## src/rtl/subservient_uart_dbg_loader.sv

```systemverilog
// subservient_uart_dbg_loader: UART command frames -> Wishbone debug cycles; SUBSERVIENT_DBG_LOADER_READ_EN enables 'R' reads
module subservient_uart_dbg_loader #(
  parameter int CLKS_PER_BIT = 139,
  parameter bit RESET_DEBUG  = 1'b1
) (
  input  logic        i_clk,
  input  logic        i_rst_n,
  input  logic        i_rx,
  output logic        o_debug_mode,
  output logic [31:0] o_wb_dbg_adr,
  output logic [31:0] o_wb_dbg_dat,
  output logic [3:0]  o_wb_dbg_sel,
  output logic        o_wb_dbg_we,
  output logic        o_wb_dbg_stb,
  input  logic [31:0] i_wb_dbg_rdt,
  input  logic        i_wb_dbg_ack,
  output logic [31:0] o_rd_data,
  output logic        o_rd_valid,
  output logic        o_frame_err,
  output logic        o_overrun
);
  localparam int CW = $clog2(CLKS_PER_BIT);
  localparam logic [CW-1:0] FULL = CW'(CLKS_PER_BIT - 1);
  localparam logic [CW-1:0] HALF = CW'(CLKS_PER_BIT / 2 - 1);
  typedef enum logic [1:0] {RX_IDLE, RX_START, RX_DATA, RX_STOP} rx_state_t;
  typedef enum logic [1:0] {P_CMD, P_ADDR, P_DATA, P_WB} p_state_t;
  logic rx_meta, rx_sync;
  rx_state_t rx_state, rx_next;
  logic [CW-1:0] cnt, cnt_next;
  logic [2:0] bit_idx, bit_next;
  logic [7:0] shreg, sh_next;
  logic byte_stb, byte_err;
  p_state_t p_state, p_next;
  logic [1:0] bcnt;
  logic wr, is_w, is_r, cmd_hit;
  assign is_w = shreg == 8'h57;
`ifdef SUBSERVIENT_DBG_LOADER_READ_EN
  assign is_r = shreg == 8'h52;
`else
  assign is_r = 1'b0;
`endif
  assign cmd_hit = byte_stb && p_state == P_CMD;
  assign o_wb_dbg_sel = {4{o_wb_dbg_stb}};
  // two-flop synchronizer, idle-high
  always_ff @(posedge i_clk or negedge i_rst_n)
    if (!i_rst_n) {rx_sync, rx_meta} <= 2'b11;
    else {rx_sync, rx_meta} <= {rx_meta, i_rx};
  // receiver state and sampling registers
  always_ff @(posedge i_clk or negedge i_rst_n)
    if (!i_rst_n) begin
      rx_state <= RX_IDLE;
      cnt <= '0;
      bit_idx <= '0;
      shreg <= '0;
    end else begin
      rx_state <= rx_next;
      cnt <= cnt_next;
      bit_idx <= bit_next;
      shreg <= sh_next;
    end
  // receiver next state: half-bit start check, then mid-bit sampling
  always_comb begin
    rx_next = rx_state;
    cnt_next = cnt + CW'(1);
    bit_next = bit_idx;
    sh_next = shreg;
    byte_stb = 1'b0;
    byte_err = 1'b0;
    case (rx_state)
      RX_IDLE: begin
        cnt_next = '0;
        bit_next = '0;
        rx_next = rx_sync ? RX_IDLE : RX_START;
      end
      RX_START:
        if (cnt == HALF) begin
          cnt_next = '0;
          rx_next = rx_sync ? RX_IDLE : RX_DATA;
        end
      RX_DATA:
        if (cnt == FULL) begin
          cnt_next = '0;
          sh_next = {rx_sync, shreg[7:1]};
          bit_next = bit_idx + 3'd1;
          rx_next = bit_idx == 3'd7 ? RX_STOP : RX_DATA;
        end
      default:
        if (cnt == FULL) begin
          rx_next = RX_IDLE;
          byte_stb = rx_sync;
          byte_err = !rx_sync;
        end
    endcase
  end
  // parser next state; a framing error restarts command decode unless a bus cycle is open
  always_comb begin
    p_next = p_state;
    case (p_state)
      P_CMD:  if (byte_stb && (is_w || is_r)) p_next = P_ADDR;
      P_ADDR: if (byte_stb && bcnt == 2'd3) p_next = wr ? P_DATA : P_WB;
      P_DATA: if (byte_stb && bcnt == 2'd3) p_next = P_WB;
      default: if (i_wb_dbg_ack) p_next = P_CMD;
    endcase
    if (byte_err && p_state != P_WB) p_next = P_CMD;
  end
  // parser registers, bus request and status pulses
  always_ff @(posedge i_clk or negedge i_rst_n)
    if (!i_rst_n) begin
      p_state <= P_CMD;
      bcnt <= '0;
      wr <= 1'b0;
      o_debug_mode <= RESET_DEBUG;
      o_wb_dbg_adr <= '0;
      o_wb_dbg_dat <= '0;
      o_wb_dbg_we <= 1'b0;
      o_wb_dbg_stb <= 1'b0;
      o_frame_err <= 1'b0;
      o_overrun <= 1'b0;
    end else begin
      p_state <= p_next;
      bcnt <= p_next != p_state ? 2'd0 : bcnt + {1'b0, byte_stb};
      if (cmd_hit && (is_w || is_r)) wr <= is_w;
      if (cmd_hit && shreg == 8'h48) o_debug_mode <= 1'b1;
      else if (cmd_hit && shreg == 8'h47) o_debug_mode <= 1'b0;
      if (byte_stb && p_state == P_ADDR) o_wb_dbg_adr <= {shreg, o_wb_dbg_adr[31:8]};
      if (byte_stb && p_state == P_DATA) o_wb_dbg_dat <= {shreg, o_wb_dbg_dat[31:8]};
      o_wb_dbg_stb <= p_next == P_WB;
      o_wb_dbg_we <= p_next == P_WB && wr;
      o_frame_err <= byte_err;
      o_overrun <= byte_stb && p_state == P_WB;
    end
`ifdef SUBSERVIENT_DBG_LOADER_READ_EN
  // capture read data on the acknowledged read cycle
  always_ff @(posedge i_clk or negedge i_rst_n)
    if (!i_rst_n) begin
      o_rd_data <= '0;
      o_rd_valid <= 1'b0;
    end else begin
      o_rd_valid <= o_wb_dbg_stb && i_wb_dbg_ack && !o_wb_dbg_we;
      if (o_wb_dbg_stb && i_wb_dbg_ack && !o_wb_dbg_we) o_rd_data <= i_wb_dbg_rdt;
    end
`else
  logic unused_rdt;
  assign unused_rdt = ^i_wb_dbg_rdt;
  assign o_rd_data = '0;
  assign o_rd_valid = 1'b0;
`endif
endmodule

```

## config.mk

```make
export PLATFORM = sky130hd
export DESIGN_NAME = subservient_uart_dbg_loader
export DESIGN_NICKNAME = d
export VERILOG_FILES = /design/src/rtl/subservient_uart_dbg_loader.sv
export SDC_FILE = /design/constraint.sdc
export NUM_CORES = 1
export LEC_CHECK = 0
export BUFFER_PORTS_ARGS = -buffer_cell sky130_fd_sc_hd__buf_2
export CAP_MARGIN = 20
export CELL_PAD_IN_SITES_DETAIL_PLACEMENT = 1
export CELL_PAD_IN_SITES_GLOBAL_PLACEMENT = 1
export CORE_MARGIN = 2
export CORE_UTILIZATION = 43
export DETAILED_ROUTE_END_ITERATION = 12
export PLACE_DENSITY = 0.81
export SYNTH_ARGS = -nofsm -noshare
export SYNTH_HDL_FRONTEND = slang
export SYNTH_SLANG_ARGS = --single-unit
```

## constraint.sdc

```tcl
create_clock -name i_clk -period 4.7 [get_ports i_clk]
set_input_delay 0.47 -clock i_clk [delete_from_list [all_inputs] [get_ports i_clk]]
set_output_delay 0.47 -clock i_clk [all_outputs]
set_load 0.1 [all_outputs]
```

==> metrics <==
status=completed; synth top area cells=dfrtp_1 (54%), mux2_2 (18%), buf_4 (6.4%); share of cells above drive strength 1=0.430; Worst EP arrival=2880 ps; mapped cell area=4340 um2; worst r2r src=cnt[2]; deepest clock path buffer count=2; Slew Limit Headroom=0.473; Post-CTS Resized=0; combinational power share=0.128; Slew Limit Fails=0; CTS Buf Count=9; RSZ-0062 raised after global routing=no; top-count cell post-synth=dfrtp_1; CP Launch Point=cnt[2]; Initial Util=0.444; CTS tree=built; Ys Warns=0; post-synth top area share=0.542; Post-synth top flop=dfrtp_1; max_cap viols=0; Worst Path Max Fanout=32; Final Core Density=0.495; Synth area leader=dfrtp_1; Port Buffer Count=76; WL final=7930 um; Reg power frac=0.544; element type at the critical path start=register; Syn Inst Count=326; largest net degree at the start of global routing=59; asr flop ratio synth=1.00; FF+latch count, synth=97; post-CTS setup buffers=0; Rows=36; vias in the first global route=2606; Crit. End Element=register; Antenna Cells=0; Initial DRC Count=69; RePlAce Congestion=0.744; Leak Pwr=2.68 nW; Worst-Margin Slew=783 ps; Post-synth EDFFs=0; net load switching power=0.503 mW; DRT Pass-1 Iters=4; hpwl dp=5670 um; pre-CTS setup slack=2060 ps; die height=104 um; Final nets=439; Final Cell Area=4840 um2; Die X=104 um; GRT Util Overall=0.150; number of vias per cell=4.93; Final WS setup=2070 ps; Critical Path RT=4950 ps; Vias=2639; # H-tree levels=3; Fin Setup TNS=0 ps; Avg WL per Cell=14.8 um; core area=9770 um2; Mean Syn Cell Area=13.3 um2; synthesis-to-layout area growth=11.5%; Sw Share=0.316; period utilisation layout=0.560; Distinct cells, synth=46; clk root buf=clkbuf_8; Final Hold Violating Endpoints=0; # clock sinks=97; final setup fails=0; worst reg-to-reg setup slack=2070 ps; Clock transition at path regs=100 ps; placed cell areas=4640 um2; Synth top cells by count=dfrtp_1 (94), mux2_2 (69), buf_4 (37); antenna viol nets, final=0; worst-case clock skew=14.8 ps; Worst-Skew Late Latency=370 ps; type of the worst setup path=reg2reg; sequential area share after synthesis=0.560; Slowest-stage cell, CP=or4b_4; io pins=142; number of remaining DRC errors=0; PwrDens=329 nW/um2; cts hold-fix bufs=0; crit path time final=2630 ps; VDD IR max=0.173 mV; overall power=1.59 mW; first-pass GRT wire length=13200 um; clock share of power=0.328; Crit path largest cell delay=580 ps; GRT overflow=0; Cell Int Power=1.09 mW; R2R Path End=o_wb_dbg_dat[13]; full die area=10900 um2; crit path cell chain=or4b_4 -> nor2_2 -> nand4b_4 -> mux2_1; f_max=0.380 GHz; antenna violations before repair=0; Worst Hold Class=in2async; FF-to-FF path depth=4
==> worst max-delay path: cells and delay by family, from the launching register on <==
family | cells | cell delay (ps)
DFF | 1 | 460
and+or+nand+nor | 3 | 1540
muxes | 1 | 510
==> worst max path at each step <==
stage               cells past startpoint                to  slack [ps]
floorplan                              10           bcnt[1]        2390
global placement                        4  o_wb_dbg_dat[13]        2140
detailed placement                      4  o_wb_dbg_dat[13]        2060
CTS                                     4  o_wb_dbg_dat[13]        2020
global route                            4  o_wb_dbg_dat[13]        1890
finish                                  4  o_wb_dbg_dat[13]        2070
==> layout by cell type, fill, tap and decap left out, types with 4 or more instances in the layout <==
| cell | n |
|---|---|
| a21oi_1 | 6 |
| a22o_1 | 4 |
| buf_2 | 75 |
| clkbuf_8 | 10 |
| clkinv_4 | 4 |
| conb_1 | 33 |
| dfrtp_1 | 94 |
| ha_1 | 6 |
| mux2_2 | 69 |
| nand2_1 | 14 |
| nand3_1 | 6 |
| nor2_1 | 16 |
| nor3_1 | 7 |
| xnor2_1 | 4 |
==> kinds of logic after synthesis <==
kind of cell / after synthesis / share of synthesized area
xor+xnor: 7 / 0.0141
other cells: 1 / 0.000863
buf+inv: 52 / 0.0899
mux: 73 / 0.190
simple gates: 69 / 0.0939
compound gates: 21 / 0.0340
flops: 97 / 0.560
fa+ha+maj: 6 / 0.0173
==> power by group through the flow <==
stage	clock network (mW)	registers [mW]	logic [mW]
after CTS	0.540	0.865	0.204
final	0.522	0.865	0.203
after detailed placement	0	0.881	0.203
after global routing	0.580	0.868	0.214
after global placement	0	0.881	0.198
after floorplan	0	0.870	0.207
==> routing by layer <==
metal,vias up,wire (um),global-route usage
met2,64,4120,0.266
met5,-,0,0
met4,0,68,0.0376
li1,1204,-,-
met1,1364,3390,0.178
met3,7,354,0.0407
==> through the flow <==
step           hold slack (ps)  cells
2_1_floorplan              174    358
3_3_place_gp               349    519
3_5_place_dp               348    519
4_1_cts                    157    535
5_1_grt                    169    535
6_report                   139    535
==> cell type report <==
| type | instances | area, um2 |
|---|---|---|
| Fill cell | 1036 | 4930 |
| Sequential cell | 97 | 2430 |
| Inverter | 3 | 11.3 |
| Clock inverter | 6 | 62.6 |
| Multi-Input combinational cell | 209 | 1640 |
| Tap cell | 133 | 166 |
| Clock buffer | 10 | 138 |
| Timing Repair Buffer | 77 | 390 |
==> registers in the layout (all words and copies together) (netlist names) <==
name,count
o_wb_dbg_adr,32
o_wb_dbg_dat,32
cnt,8
shreg,8
bit_idx,3
bcnt,2
p_state,2
rx_state,2
o_debug_mode,1
o_frame_err,1
o_overrun,1
o_wb_dbg_stb,1
o_wb_dbg_we,1
rx_meta,1
rx_sync,1
wr,1
(Power assumes the default switching activity.)
